--- src/rtl/shift_pkg.sv ---
// Shared types and constants for the multicycle shift sequencer.
// Both the sequencer and its step unit import this package.
package shift_pkg;

  typedef enum logic [1:0] {
    IDLE  = 2'd0,
    SHIFT = 2'd1,
    DONE  = 2'd2
  } state_t;

  typedef enum logic [1:0] {
    SH_SRL = 2'b00,
    SH_SRA = 2'b01,
    SH_SLL = 2'b10
  } kind_t;

  localparam logic [4:0] LUI_AMOUNT = 5'd16;

  // lui forces a left shift; control[1] set selects SLL for both 10 and 11
  function automatic kind_t decode_kind(input logic lui, input logic [1:0] op);
    if (lui || op[1]) begin
      return SH_SLL;
    end else if (op[0]) begin
      return SH_SRA;
    end else begin
      return SH_SRL;
    end
  endfunction

  function automatic logic [4:0] decode_amount(input logic       lui,
                                               input logic       from_reg,
                                               input logic [4:0] reg_amount,
                                               input logic [4:0] shamt);
    if (lui) begin
      return LUI_AMOUNT;
    end else if (from_reg) begin
      return reg_amount;
    end else begin
      return shamt;
    end
  endfunction

endpackage

--- src/rtl/shift_step.sv ---
// One iteration of the shift engine: shifts 32 bits by 0..STEP positions.
// Only the amounts STEP or below are decoded, so the mux stays narrow.
module shift_step
  import shift_pkg::*;
#(
  parameter int STEP = 4
) (
  input  logic [31:0] din,
  input  kind_t       kind,
  input  logic [5:0]  amt,
  output logic [31:0] dout
);

  always_comb begin
    dout = din;
    for (int i = 1; i <= STEP; i++) begin
      if (amt == 6'(i)) begin
        case (kind)
          SH_SRA:  dout = 32'($signed(din) >>> i);
          SH_SLL:  dout = din << i;
          default: dout = din >> i;
        endcase
      end
    end
  end

endmodule

--- src/rtl/shift_seq.sv ---
// Multicycle shift sequencer: latches an operand and shifts it at most STEP
// bits per clock, signalling busy while in flight and a one-cycle done pulse.
module shift_seq
  import shift_pkg::*;
#(
  parameter int STEP = 4
) (
  input  logic        clk,
  input  logic        reset,
  input  logic        start,
  input  logic        flush,
  input  logic [31:0] a,
  input  logic [31:0] b,
  input  logic [2:0]  control,
  input  logic        lui,
  input  logic [4:0]  constshift,
  output logic        busy,
  output logic        done,
  output logic [31:0] result
);

  localparam logic [5:0] STEP_AMT = 6'(STEP);

  state_t      state;
  state_t      next_state;
  kind_t       kind;
  kind_t       new_kind;
  logic [31:0] acc;
  logic [31:0] step_out;
  logic [4:0]  remaining;
  logic [4:0]  rem_next;
  logic [4:0]  new_amount;
  logic [5:0]  step_amt;
  logic        accept;
  logic        unused_a;

  assign unused_a   = ^a[31:5];
  assign accept     = (state == IDLE) && start && !flush;
  assign new_kind   = decode_kind(lui, control[1:0]);
  assign new_amount = decode_amount(lui, control[2], a[4:0], constshift);

  // Widened to 6 bits so STEP=32 compares correctly against a 5-bit count
  assign step_amt = ({1'b0, remaining} < STEP_AMT) ? {1'b0, remaining} : STEP_AMT;
  assign rem_next = remaining - step_amt[4:0];

  shift_step #(
    .STEP (STEP)
  ) u_step (
    .din  (acc),
    .kind (kind),
    .amt  (step_amt),
    .dout (step_out)
  );

  always_ff @(posedge clk or posedge reset) begin
    if (reset) begin
      state <= IDLE;
    end else begin
      state <= next_state;
    end
  end

  always_comb begin
    next_state = state;
    if (flush) begin
      next_state = IDLE;
    end else begin
      case (state)
        IDLE:    if (start) next_state = (new_amount != 5'd0) ? SHIFT : DONE;
        SHIFT:   if (rem_next == 5'd0) next_state = DONE;
        DONE:    next_state = IDLE;
        default: next_state = IDLE;
      endcase
    end
  end

  always_comb begin
    busy = 1'b0;
    done = 1'b0;
    case (state)
      SHIFT:   busy = 1'b1;
      DONE: begin
        busy = 1'b1;
        done = 1'b1;
      end
      default: ;
    endcase
  end

  // A flush freezes the accumulator where it is; the consumer discards it
  always_ff @(posedge clk or posedge reset) begin
    if (reset) begin
      acc       <= '0;
      remaining <= '0;
      kind      <= SH_SRL;
    end else if (accept) begin
      acc       <= b;
      remaining <= new_amount;
      kind      <= new_kind;
    end else if (state == SHIFT && !flush) begin
      acc       <= step_out;
      remaining <= rem_next;
    end
  end

  assign result = acc;

endmodule
--- config.mk ---
export PLATFORM = sky130hd
export DESIGN_NAME = shift_seq
export DESIGN_NICKNAME = d
export VERILOG_FILES = /design/src/rtl/shift_pkg.sv /design/src/rtl/shift_step.sv /design/src/rtl/shift_seq.sv
export SDC_FILE = /design/constraint.sdc
export NUM_CORES = 1
export LEC_CHECK = 0
export ABC_CLOCK_PERIOD_IN_PS = 3000
export CAP_MARGIN = 40
export CORE_MARGIN = 1
export CORE_UTILIZATION = 30
export CTS_BUF_LIST = sky130_fd_sc_hd__clkbuf_4 sky130_fd_sc_hd__clkbuf_8 sky130_fd_sc_hd__clkbuf_16
export CTS_CLUSTER_SIZE = 28
export DETAILED_ROUTE_END_ITERATION = 8
export PLACE_DENSITY_LB_ADDON = 0.15
export SYNTH_ARGS = -nofsm -noshare
export SYNTH_HDL_FRONTEND = slang
export SYNTH_HIERARCHICAL = 1
export SYNTH_SLANG_ARGS = --single-unit
--- constraint.sdc ---
create_clock -name clk -period 3 [get_ports clk]
set_input_delay 0.6 -clock clk [delete_from_list [all_inputs] [get_ports clk]]
set_output_delay 0.6 -clock clk [all_outputs]
set_load 0.05 [all_outputs]
# Word-level counts from Yosys, hierarchy flattened
# Cells that the tools add are included.
[word_totals]
reg_bits = 41
input_bits = 77
output_inout_bits = 34
elab_cells = 59
[op_classes]
addsub = 1
n_lt_le_gt_ge = 1
n_eq_ne = 14
muxes = 24
reduce_logical = 14
[ops]
columns = ["cell", "count"]
rows = [
  ["$pmux W32 S2", 4],
  ["$mux W32", 6],
  ["$mux W5", 5],
  ["$ne A3 B3 Y1 const B", 6],
  ["$eq A5 B2 Y1 const B", 2],
  ["$mux W2", 5],
  ["$reduce_bool A5 Y1", 2],
  ["$reduce_and A6 Y1", 1],
  ["$eq A5 B1 Y1 const B", 1],
  ["$eq A5 B3 Y1 const B", 1],
  ["$logic_not A5 Y1", 1],
  ["$lt A5 B3 Y1 const B", 1],
  ["$sub A5 B5 Y5", 1],
  ["$eq A2 B1 Y1 const B", 2],
  ["$eq A2 B2 Y1 const B", 2],
  ["$pmux W2 S2", 1],
  ["$reduce_and A2 Y1", 2],
  ["$logic_and A1 B1 Y1", 3],
  ["$mux W1", 3],
  ["$logic_not A2 Y1", 1],
  ["$reduce_bool A2 Y1", 1],
  ["$reduce_or A2 Y1", 1],
  ["$logic_not A1 Y1", 1],
  ["$logic_or A1 B1 Y1", 1],
]

# Longest topological paths before layout
[depth]
depth_word = 9
mapped_depth = 12
depth_no_buf = 9

# Modules after synthesis
# Netlist, hierarchy kept.
[modules_own_cells]
columns = ["module", "n_inst", "cells_each", "area_per_inst_um2", "seq_area_each_um2"]
rows = [
  ["shift_step", 1, 347, 2198.4, 0.0],
  ["shift_seq", 1, 229, 2187.1, 1026.0],
]

# Least setup slack after synthesis
# No wires, ideal clock.
[synth_path]
path_kind = "reg2reg"
startpoint = "register remaining[3]"
endpoint = "register state[1]"
arrival_time_ns = 2.369
required_time_ns = 2.904
setup_slack_ns = 0.535
stages_incl_launch_ff = 11
cell_sequence = "dfrtp_1 > buf_6 > nor3_1 > inv_2 > nand2_1 > ha_1 > or4b_1 > o31a_1 > a2111oi_2 > nor3b_1 > nor4_2"
[synth_via]
elab_chain_cells = 6
[synth_rtl]
columns = ["item", "line", "rtl"]
rows = [
  ["start, declared", "shift_seq.sv:30", "logic [4:0] remaining;"],
  ["start signal, assigned", "shift_seq.sv:98", "remaining <= new_amount;"],
  ["start signal, assigned", "shift_seq.sv:102", "remaining <= rem_next;"],
  ["$lt A5 B3 Y1", "shift_seq.sv:43", "assign step_amt = ({1'b0, remaining} < STEP_AMT) ? {1'b0, remaining} : STEP_AMT;"],
  ["$mux W5", "shift_seq.sv:43", ""],
  ["named net step_amt[2]", "shift_seq.sv:33", "logic [5:0] step_amt;"],
  ["$sub A5 B5 Y5", "shift_seq.sv:44", "assign rem_next = remaining - step_amt[4:0];"],
  ["$logic_not A5 Y1", "shift_seq.sv:70", "SHIFT: if (rem_next == 5'd0) next_state = DONE;"],
  ["$ne A3 B3 Y1 (no source line)", "--", ""],
  ["$reduce_and A2 Y1 (no source line)", "--", ""],
  ["end signal, assigned", "shift_seq.sv:59", "state <= next_state;"],
  ["end, declared", "shift_seq.sv:24", "state_t state;"],
]
# The timed path passes the listed nets, and every way through them passes these cells.
# A chain may end at the register's enable or synchronous reset.

# Worst setup path after layout
# Ends and elaborated chain as after synthesis.

==> impl_results.md <==
* CP max stage delay at ~0.46 ns
* FP Rows at 43
* Die width at between 100 and 150 um
* Largest net degree at the start of global routing at between 60 and 70
* Commonest cells post-synth: nand2_1, o21ai_0, o21ai_1
* RSZ-0062 raised after global routing: false
* Clk_lat worst skew at about 0.31 ns
* CTS tree: built
* P_leak at 2.30 nW
* Area leader, netlist: dfrtp_1
* Min-Delay Path Class: reg2reg
* CTS Buf Count at 5
* Seq/Total Area, Yosys at 0.234
* Pins Over Slew Limit at 0
* Status: finished, final reports clean
* DPL Wire Length at ~10000 um
* Iter 0 DRT Violations at 440
* Post-layout minimum cycle time at 2.70 ns
* Initial core utilization at 0.311
* Netlist cell types at 69
* Reg2Reg Depth at 9
* Root buffer cell: clkbuf_16
* Min setup slack post-route at 0.296 ns
* Endpoint class of the critical path: register
* Sequential power share at 0.230
* Worst R2R End: state[1]
* Hold_buf cts at 0
* Flop2flop setup slack at 0.30 ns
* Post-route ant nets at 0
* Hold Startpoint: kind[0]
* NetSw at 0.00291 W
* CP Data Required Time at between 3 and 4 ns
* GRT Total Usage at 0.191
* Area growth from synthesis to layout at 28.0%
* Hold Path Sink: kind[0]
* IO Port Bufs at 83
* Boundary Pins at 111
* Clock H-tree levels at 2
* TNS Setup at 0 ns
* Switching share of power at 0.543
* Final Power at roughly 0.0054 W
* Clock transition at the registers of the reported paths at 0.06 ns
* Initial antenna violation count at 0
* Worst-path cell chain: nor3_2 -> inv_2 -> nand2_1 -> ha_1 -> or4b_1 -> o31a_1 -> a2111oi_2 -> nor3b_1 -> nor4_2
* Pwr Density at around 950 mW/mm^2
* Hold Path Depth at 2
* Full die area at roughly 0.015 sq mm
* Achievable Freq at between 300 and 400 MHz
* Final Cycle Share at 0.901
* Post-CTS Resized at 0
* Relative slew margins at 0.492
* Finish-stage setup viols at 0
* Worst EP arrival at 2.91 ns
* Grt ovf at 0
* Max_cap viols at 0
* Area after DPL at between 0.005 and 0.006 sq mm
* WL/cell at between 15 and 20 um
* Hold_ws at 0.512 ns
* Vias in the first global route at 4586
* Die H at 123 um
* Clock skew at between 0.01 and 0.015 ns
* Sink Count at 41
* Post-DR vias/cell at between 5 and 6
* WP buf/inv at 1
* Yosys reg bits at just over 40
* Fillers at approximately 1.5k
* WL final at between 10000 and 15000 um
* Max stage delay cell, worst path: dfrtp_1
* Router iterations before antenna repair at 6
* Crit-path max FO at 9
* Reg2reg start: remaining[3]
* WS Path Type: reg2reg
* Internal power at roughly 0.0025 W
* Total number of vias at 4861
* Syn avg cell area at between 7 and 8 sq um
* Global-route wire length before repair at 23100 um
* Share of cells above drive strength 1 at 0.107
* Post-synth ARST share at 1.00
* CP top delay family: simple AND/OR/NAND/NOR gates
* Core ar. at approximately 0.014 sq mm
* Top cell type's share of synthesized area at 0.234
* Synth Warn # at 6
* Critical Path Source Type: register
* Main flop type after synthesis: dfrtp_1
* Worst slew pin tran at about 0.76 ns
* Crit. path cell count at 9
* Most frequent cell after synthesis: nand2_1
* DRC at 0
* Cell count after synthesis at 576
* EDFF count, synth at 0
* Multi-input gate area at roughly 0.0031 sq mm
* Clock power frac at 0.123
* Post-CTS Setup Inserts at 0
* CTS Buffer Depth at 2
* Antenna cells at 0
* Peak VDD IR at about 0.00033 V
* Combinational fraction of design power at 0.648
* Fin area at approximately 0.0056 sq mm
* Hold Vio Cnt, Final at 0
* Reg area at just over 0.001 sq mm
* Dpl ws at 0.163 ns
* Top post-synthesis cells by area: dfrtp_1, nand2_1, mux2i_1
* Placer Congestion at 0.898
* Post-Syn Area at roughly 0.0044 sq mm
* Nets at about 730
==> area by class of cell <==
type,instances,area share
Clock buffer,6,0.0236
Clock inverter,2,0.00691
Multi-Input combinational cell,487,0.555
Tap cell,180,0.0401
Sequential cell,41,0.183
Inverter,8,0.00535
Timing Repair Buffer,108,0.186
==> state kept, by name (all words and copies together) (netlist names) <==
| signal | count |
|---|---|
| result | 32 |
| state | 2 |
| kind | 2 |
| remaining | 5 |
==> power groups by stage <==
stage	logic, W	clock network (W)	registers [W]
after detailed placement	0.00344	0	0.00124
after CTS	0.00345	0.000678	0.00123
after global routing	0.00374	0.000693	0.00129
final	0.00347	0.000657	0.00123
after global placement	0.00340	0	0.00123
after floorplan	0.00173	0	0.00186
==> per-layer routing <==
metal	global-route usage	part of all wire
met1	0.255	0.46
met2	0.311	0.45
met3	0.0286	0.065
met4	0.0716	0.017
met5	0	0
==> worst register-to-register path: cells and delay by family, from the launching register on <==
kind	cells	cell delay [ns]
flip-flops	1	0.46
AND/OR/NAND/NOR	5	1.20
adder cells (fa/ha/maj)	1	0.26
buffers and inverters	1	0.12
AO/OA/AOI/OAI	2	0.58
==> cells by family (layout without fill, tap and decap cells) <==
family,after synthesis,in the layout,synth area share
compound gates,221,221,0.339
mux,37,37,0.0847
fa+ha+maj,6,6,0.0171
flops,41,41,0.234
other cells,2,13,0.00171
buf+inv,59,124,0.0688
simple gates,210,210,0.255
==> stage by stage <==
| step | util | cells |
|---|---|---|
| floorplan | - | 587 |
| global placement | 0.384 | 822 |
| detailed placement | 0.386 | 824 |
| CTS | 0.398 | 832 |
| global route | 0.398 | 832 |
| finish | 0.398 | 832 |
==> placed cells by master, fill, tap and decap left out, types with 4 or more instances in the layout <==
| master | instances |
|---|---|
| nand2b_1 | 5 |
| nand3_1 | 6 |
| a221oi_1 | 25 |
| ha_1 | 6 |
| o21ai_0 | 65 |
| clkdlybuf4s50_1 | 83 |
| nand4_1 | 24 |
| a211oi_1 | 11 |
| o21ai_1 | 56 |
| a211oi_2 | 16 |
| dfrtp_1 | 41 |
| inv_1 | 7 |
| a21oi_1 | 13 |
| mux2i_1 | 36 |
| buf_4 | 22 |
| clkbuf_16 | 5 |
| nor2_1 | 11 |
| conb_1 | 13 |
| nand2_1 | 100 |
| nor2b_1 | 4 |
| nand3b_1 | 29 |
==> worst max-delay path by stage <==
| stage | start | to | slack, ns |
|---|---|---|---|
| finish | remaining[3] | state[1] | 0.30 |
| global route | remaining[3] | state[1] | 0.08 |
| CTS | remaining[3] | state[1] | 0.15 |
| detailed placement | remaining[3] | state[1] | 0.16 |
| global placement | remaining[3] | result[1] | 0.15 |
| floorplan | remaining[3] | state[1] | 0.54 |
(Power assumes the default switching activity.)
